<file path="config.mk">
export PLATFORM = sky130hd
export DESIGN_NAME = sw_debounce_sync
export DESIGN_NICKNAME = d
export VERILOG_FILES = /design/src/rtl/sw_debounce_sync.sv
export SDC_FILE = /design/constraint.sdc
export NUM_CORES = 1
export LEC_CHECK = 0
export ABC_AREA = 1
export BUFFER_PORTS_ARGS = -buffer_cell sky130_fd_sc_hd__buf_2
export CAP_MARGIN = 20
export CORE_MARGIN = 3
export CORE_UTILIZATION = 50
export CTS_BUF_LIST = sky130_fd_sc_hd__clkbuf_16
export DETAILED_ROUTE_END_ITERATION = 7
export PLACE_DENSITY = 0.65
export SLEW_MARGIN = 20
export SYNTH_ARGS = -nofsm -noshare
export SYNTH_HDL_FRONTEND = slang
export SYNTH_SLANG_ARGS = --single-unit
</file>
<file path="constraint.sdc">
create_clock -name MAX10_CLK1_50 -period 1.6 [get_ports MAX10_CLK1_50]
set_input_delay 0.32 -clock MAX10_CLK1_50 [delete_from_list [all_inputs] [get_ports MAX10_CLK1_50]]
set_output_delay 0.32 -clock MAX10_CLK1_50 [all_outputs]
set_load 0.02 [all_outputs]
</file>
<file path="src/rtl/sw_debounce_sync.sv">
// rtl/sw_debounce_sync.sv - per-bit synchronizer and debounce FSM for raw slide switches
// Emits debounced level plus registered rise/fall pulses and a combined change strobe.
module sw_debounce_sync #(
    parameter int WIDTH       = 2,
    parameter int SYNC_STAGES = 2,
    parameter int CNT_MAX     = 500000
) (
    input  logic             MAX10_CLK1_50,
    input  logic             reset,
    input  logic [WIDTH-1:0] sw_raw,
    output logic [WIDTH-1:0] sw_db,
    output logic [WIDTH-1:0] sw_rise,
    output logic [WIDTH-1:0] sw_fall,
    output logic             sw_change
);

    localparam int CNT_W = $clog2(CNT_MAX);
    localparam logic [CNT_W-1:0] CNT_LAST = CNT_W'(CNT_MAX - 1);

    typedef enum logic {
        ST_STABLE   = 1'b0,
        ST_COUNTING = 1'b1
    } state_t;

    logic [SYNC_STAGES-1:0][WIDTH-1:0] sync_q, sync_d;
    logic [WIDTH-1:0]                  sync_s;
    state_t                            state_q [WIDTH];
    state_t                            state_d [WIDTH];
    logic [CNT_W-1:0]                  cnt_q   [WIDTH];
    logic [CNT_W-1:0]                  cnt_d   [WIDTH];
    logic [WIDTH-1:0]                  db_q, db_d;
    logic [WIDTH-1:0]                  rise_q, rise_d;
    logic [WIDTH-1:0]                  fall_q, fall_d;

    always_comb begin
        sync_d = {sync_q[SYNC_STAGES-2:0], sw_raw};
        sync_s = sync_q[SYNC_STAGES-1];
        db_d   = db_q;
        rise_d = '0;
        fall_d = '0;
        for (int i = 0; i < WIDTH; i++) begin
            state_d[i] = state_q[i];
            cnt_d[i]   = cnt_q[i];
            case (state_q[i])
                ST_STABLE: begin
                    if (sync_s[i] != db_q[i]) begin
                        state_d[i] = ST_COUNTING;
                        cnt_d[i]   = '0;
                    end
                end
                default: begin
                    // Any return to the accepted level restarts the stability window.
                    if (sync_s[i] == db_q[i]) begin
                        state_d[i] = ST_STABLE;
                        cnt_d[i]   = '0;
                    end else if (cnt_q[i] == CNT_LAST) begin
                        db_d[i]    = sync_s[i];
                        rise_d[i]  = sync_s[i];
                        fall_d[i]  = ~sync_s[i];
                        state_d[i] = ST_STABLE;
                        cnt_d[i]   = '0;
                    end else begin
                        cnt_d[i] = cnt_q[i] + CNT_W'(1);
                    end
                end
            endcase
        end
    end

    always_ff @(posedge MAX10_CLK1_50) begin
        if (reset) begin
            sync_q <= '0;
            db_q   <= '0;
            rise_q <= '0;
            fall_q <= '0;
            for (int i = 0; i < WIDTH; i++) begin
                state_q[i] <= ST_STABLE;
                cnt_q[i]   <= '0;
            end
        end else begin
            sync_q <= sync_d;
            db_q   <= db_d;
            rise_q <= rise_d;
            fall_q <= fall_d;
            for (int i = 0; i < WIDTH; i++) begin
                state_q[i] <= state_d[i];
                cnt_q[i]   <= cnt_d[i];
            end
        end
    end

    assign sw_db     = db_q;
    assign sw_rise   = rise_q;
    assign sw_fall   = fall_q;
    assign sw_change = |(rise_q | fall_q);

endmodule

</file>
---- Yosys cells after proc, flatten, opt, wreduce, memory -nomap -nowiden ----
Memories as Yosys holds them, arrays and structs flattened.
Cells that the tools add are included.
operators by class
  add/subtract/negate cells ............... 2
  equality and inequality tests ........... 6
  mux-type cells .......................... 23
  bitwise logic cells ..................... 13
  reduce and logical (&&, ||, !) cells .... 5
operators by type and width
  kind                   number
  $mux 19                10
  $add 19x1->19 const B  2
  $eq 19x19->1 const B   2
  $mux 1                 13
  $not 1->1              8
  $reduce_or 4->1        2
  $reduce_and 3->1       2
  $or 1x1->1             4
  $eq 1x1->1             2
  $ne 1x1->1             2
  $or 2x2->2             1
  $reduce_or 2->1        1
storage, ports and cells
  register bits ........................... 10
  bits in writable memories ............... 40
  bits of input ports ..................... 4
  word-level logic and storage cells ...... 59
  memories kept ........................... 2
memory list
  name     depth  width  rd ports  clocked after memory_dff  wr ports  line  source
  cnt_q    2      19     2         0                         2         29    logic [CNT_W-1:0] cnt_q [WIDTH];
  state_q  2      1      2         0                         2         27    state_t state_q [WIDTH];

---- Logic depth before layout (Yosys ltp) ----
  depth in word-level cells ............... 5
  depth in mapped cells ................... 10
  mapped depth without buffers ............ 10

---- Worst setup path before layout ----
OpenSTA, ideal clock, no wires.
  path type ............................... flip-flop to flip-flop
  from .................................... mem cnt_q[0][0] in the netlist's numbering
  to ...................................... mem cnt_q[0][5] in the netlist's numbering
  arrival time ............................ 1.302 ns
  required time ........................... 1.468 ns
  setup slack ............................. 0.165 ns
  cell stages (with the launch flop) ...... 10
  clock period less this slack ............ 1.435 ns
  cells stage by stage .................... dfxtp_1 -> ha_1 -> nand2_1 -> nor2_4 -> nand3_2 -> nor2_4 -> nor2_4 -> buf_6 -> nand2_1 -> a21oi_1
RTL lines
  item         line
  from (decl)  29

---- Final worst setup path ----
  from .................................... reg rise_q[1] (netlist: sw_rise[1])
  to ...................................... out sw_change
on the way
  longest elaborated chain between the ends .. 2
ends and longest elaborated chain
  item                    line  source
  from (decl)             32    logic [WIDTH-1:0] rise_q, rise_d;
  from (signal assigned)  83    rise_q <= rise_d;
  $or 2x2->2              95    assign sw_change = |(rise_q | fall_q);
  $reduce_or 2->1         95
  to (decl)               14    output logic sw_change
Every way passes these cells.

==> impl_metrics.ini <==
[detailed_routing]
drtIter0Drc = 163
wire_per_inst_um = 12.4
dr_total_vias = 2566
via_per_inst = 5.04
first_pass_iters = 4
routed_wl_um = 6300
drc = 0
ant_nets = 0

[finish]
num-fill-cells = 502
regArea_mm2 = 0.00101
fin_util = 0.602
final_cells = 509
final_layout_size_suffix_gt1_frac = 0.166
diodes = 0
area_growth_pct = 12.3
layout.nets = 444
multi_input_area_mm2 = 0.00164

[grt]
grt_util_met1 = 0.306
antenna_found_initial = 0
grt_pass1_wl_um = 11000
grt_max_degree = 22
met2_usage = 0.320
grt_pass1_vias = 2387
met3_usage = 0.0399
gr-max-usage-layer = met2
gr-total-overflow = 0
grt_usage = 0.213

[yosys]
synthCells = 424
synth_edf_count = 0
synth_nets = 430
ys_ff_latch = 50
synth_cell_type_count = 30
syn_avg_cell_area_um2 = 6.70
synth_top_cell_by_area = dfxtp_1
synth_ff_type = dfxtp_1
ys_top_cells_by_area = dfxtp_1 35%, nand2_1 18%, a21oi_1 6.2%
async_reset_ff_frac = 0
synth_top_area_share = 0.352
yosys_warnings = 0
syn-cell-area_mm2 = 0.00284
yosysSeqAreaShare = 0.352

[worst_setup_path]
critPathCaptureType = output pin
cp-startpoint = sw_rise[1]$_SDFF_PP0_
critPathMaxFanout = 2
crit_end = sw_change
reg2reg_to = cnt_q[0][9]$_SDFFE_PP0P_
r2r_start = cnt_q[0][0]$_SDFFE_PP0P_
arrival_ns = 1.28
worstRegToRegCells = 8
worst_setup_path_start_kind = flop
crit_type = flop to output pin
ff2ff_setup_slack_ns = 0.10
required_ns = 1.28

[sta]
finalCriticalPeriod_ns = 1.60
setup_viol = 0
relSlewSlack = 0.711
fin_skew_ns = 0.00593
clock.fmax_mhz = 626
worst_slew_pin_slew_ns = 0.432
slew_viol_final = 0
rsz0062_at_grt = yes
holdWs_ns = 0.232
hold_violations = 0
period_share = 0.998

[floorplan]
start_util = 0.536
die-area_mm2 = 0.00662
die-height_um = 81.4
boundaryPins = 11
core_mm2 = 0.00530
die_x_um = 81.4
rows = 26

[power]
power.total_mw = 2.55
ir_drop_mv = 0.767
p_switching_mw = 0.544
powerDensity_mw_per_mm2 = 799
p_clk_frac = 0.479
combinationalPowerShare = 0.030
power.internal_mw = 2.01
pwr-share-seq = 0.492
switching_share = 0.213
p_leak_nw = 1.16

[cts]
path_clk_slew_ns = 0.07
cts_inserted_buffers = 5
ctsHtreeMaxLevel = 2
cts_sinks = 50
worstSkewPairLatency_ns = 0.29
clk_path_buf_depth = 2
clockRootBuffer = clkbuf_16
cts_tree = yes

[placement]
gp_congestion = 0.870
placedCellCount = 500
dp_hpwl_um = 4460
port_buffers = 10

[min_path]
hp-class = input pin to flop
min_from = sw_raw[1]

[run_status]
status = finished, final reports clean

[run]
cap_violations = 0
[what timing repair did]
item                       4_1_cts  5_1_grt
hold buffers                     0        0
gates cloned                     0        1
pin swaps                        1        5
setup endpoints to repair        1       38
resized for setup                4       13
buffers inserted                 0        0
[layout by cell type, fill, tap and decap left out, drive strengths merged, types with 4 or more instances in the layout]
cell	n
xor2	8
clkbuf	5
buf	16
nand2	144
dfxtp	50
nand4	17
a21oi	38
inv	50
o21ai	12
nor3	9
nor2	51
nand3	23
xnor2	4
[critical path, cell delays in order, from the launching register on]
cell	delay (ns)
dfxtp_1	0.31
or4_4	0.53
buf_6	0.15
[state kept, by name, summed over array words and instances (netlist names)]
name and cells:
state_q 2, sw_rise 2, cnt_q 38, sync_d 2, sw_fall 2, sw_db 2, sync_s 2
[Yosys cell counts (2+ instances only)]
cell / n
nor2_1: 37
a21oi_1: 35
nand3_1: 19
nor2_4: 10
dfxtp_1: 50
clkbuf_1: 4
nor3_2: 2
xnor2_1: 4
ha_1: 2
xor2_1: 8
nor2_2: 3
nand4_1: 17
nand3_2: 4
a21oi_2: 3
nand2_2: 9
buf_4: 2
buf_6: 2
nor4_2: 2
o21bai_1: 2
o21ai_0: 11
nor3_1: 7
buf_2: 2
inv_1: 46
nand2_1: 134
inv_2: 4
[stage by stage]
step	TNS, ns	setup WS, ns	cell area [um^2]
after floorplan	0	0.165	2840
after global placement	0	0.0868	2960
after detailed placement	0	0.0507	2960
after CTS	-0.00611	-0.00611	3140
after global routing	-0.0292	-0.0237	3190
final	0	0.00357	3190
[cell type report]
type                       count  share of cell area
clock buffer                   5              0.0392
clock inverter                 3              0.0141
inverter                      50              0.0588
multi-input combinational    315               0.512
sequential                    50               0.316
tap                           70              0.0274
timing repair buffer          16              0.0318
[power groups by stage]
stage               Sequential [mW]  Combinational, mW  Clock, mW
floorplan                      1.28             0.0542          0
global placement               1.28             0.0748          0
detailed placement             1.28             0.0750          0
CTS                            1.25             0.0751       1.26
global route                   1.25             0.0855       1.30
finish                         1.25             0.0752       1.22
[worst min path at each step]
stage	end	slack [ns]	cells after the start
CTS	sync_d[3]$_SDFF_PP0_	0.22	3
finish	sync_d[3]$_SDFF_PP0_	0.23	3
global route	sync_d[2]$_SDFF_PP0_	0.25	3
global placement	sync_s[0]$_SDFF_PP0_	0.40	2
floorplan	sync_s[0]$_SDFF_PP0_	0.39	2
detailed placement	sync_s[1]$_SDFF_PP0_	0.41	2
[kinds of logic (layout without fill, tap and decap cells)]
family          Yosys count  in the layout  synth area share
buf+inv                  60             74            0.0881
compound gates           52             52            0.0973
simple gates            248            249             0.417
fa+ha+maj                 2              2           0.00881
flops                    50             50             0.352
xor+xnor                 12             12            0.0370
[routing by layer]
metal  share of wire  wire length (um)
met5               0                 0
met4           0.011                70
met3           0.029               183
met2            0.41              2600
met1            0.55              3440
No activity file was read; power rests on OpenSTA's default activity.
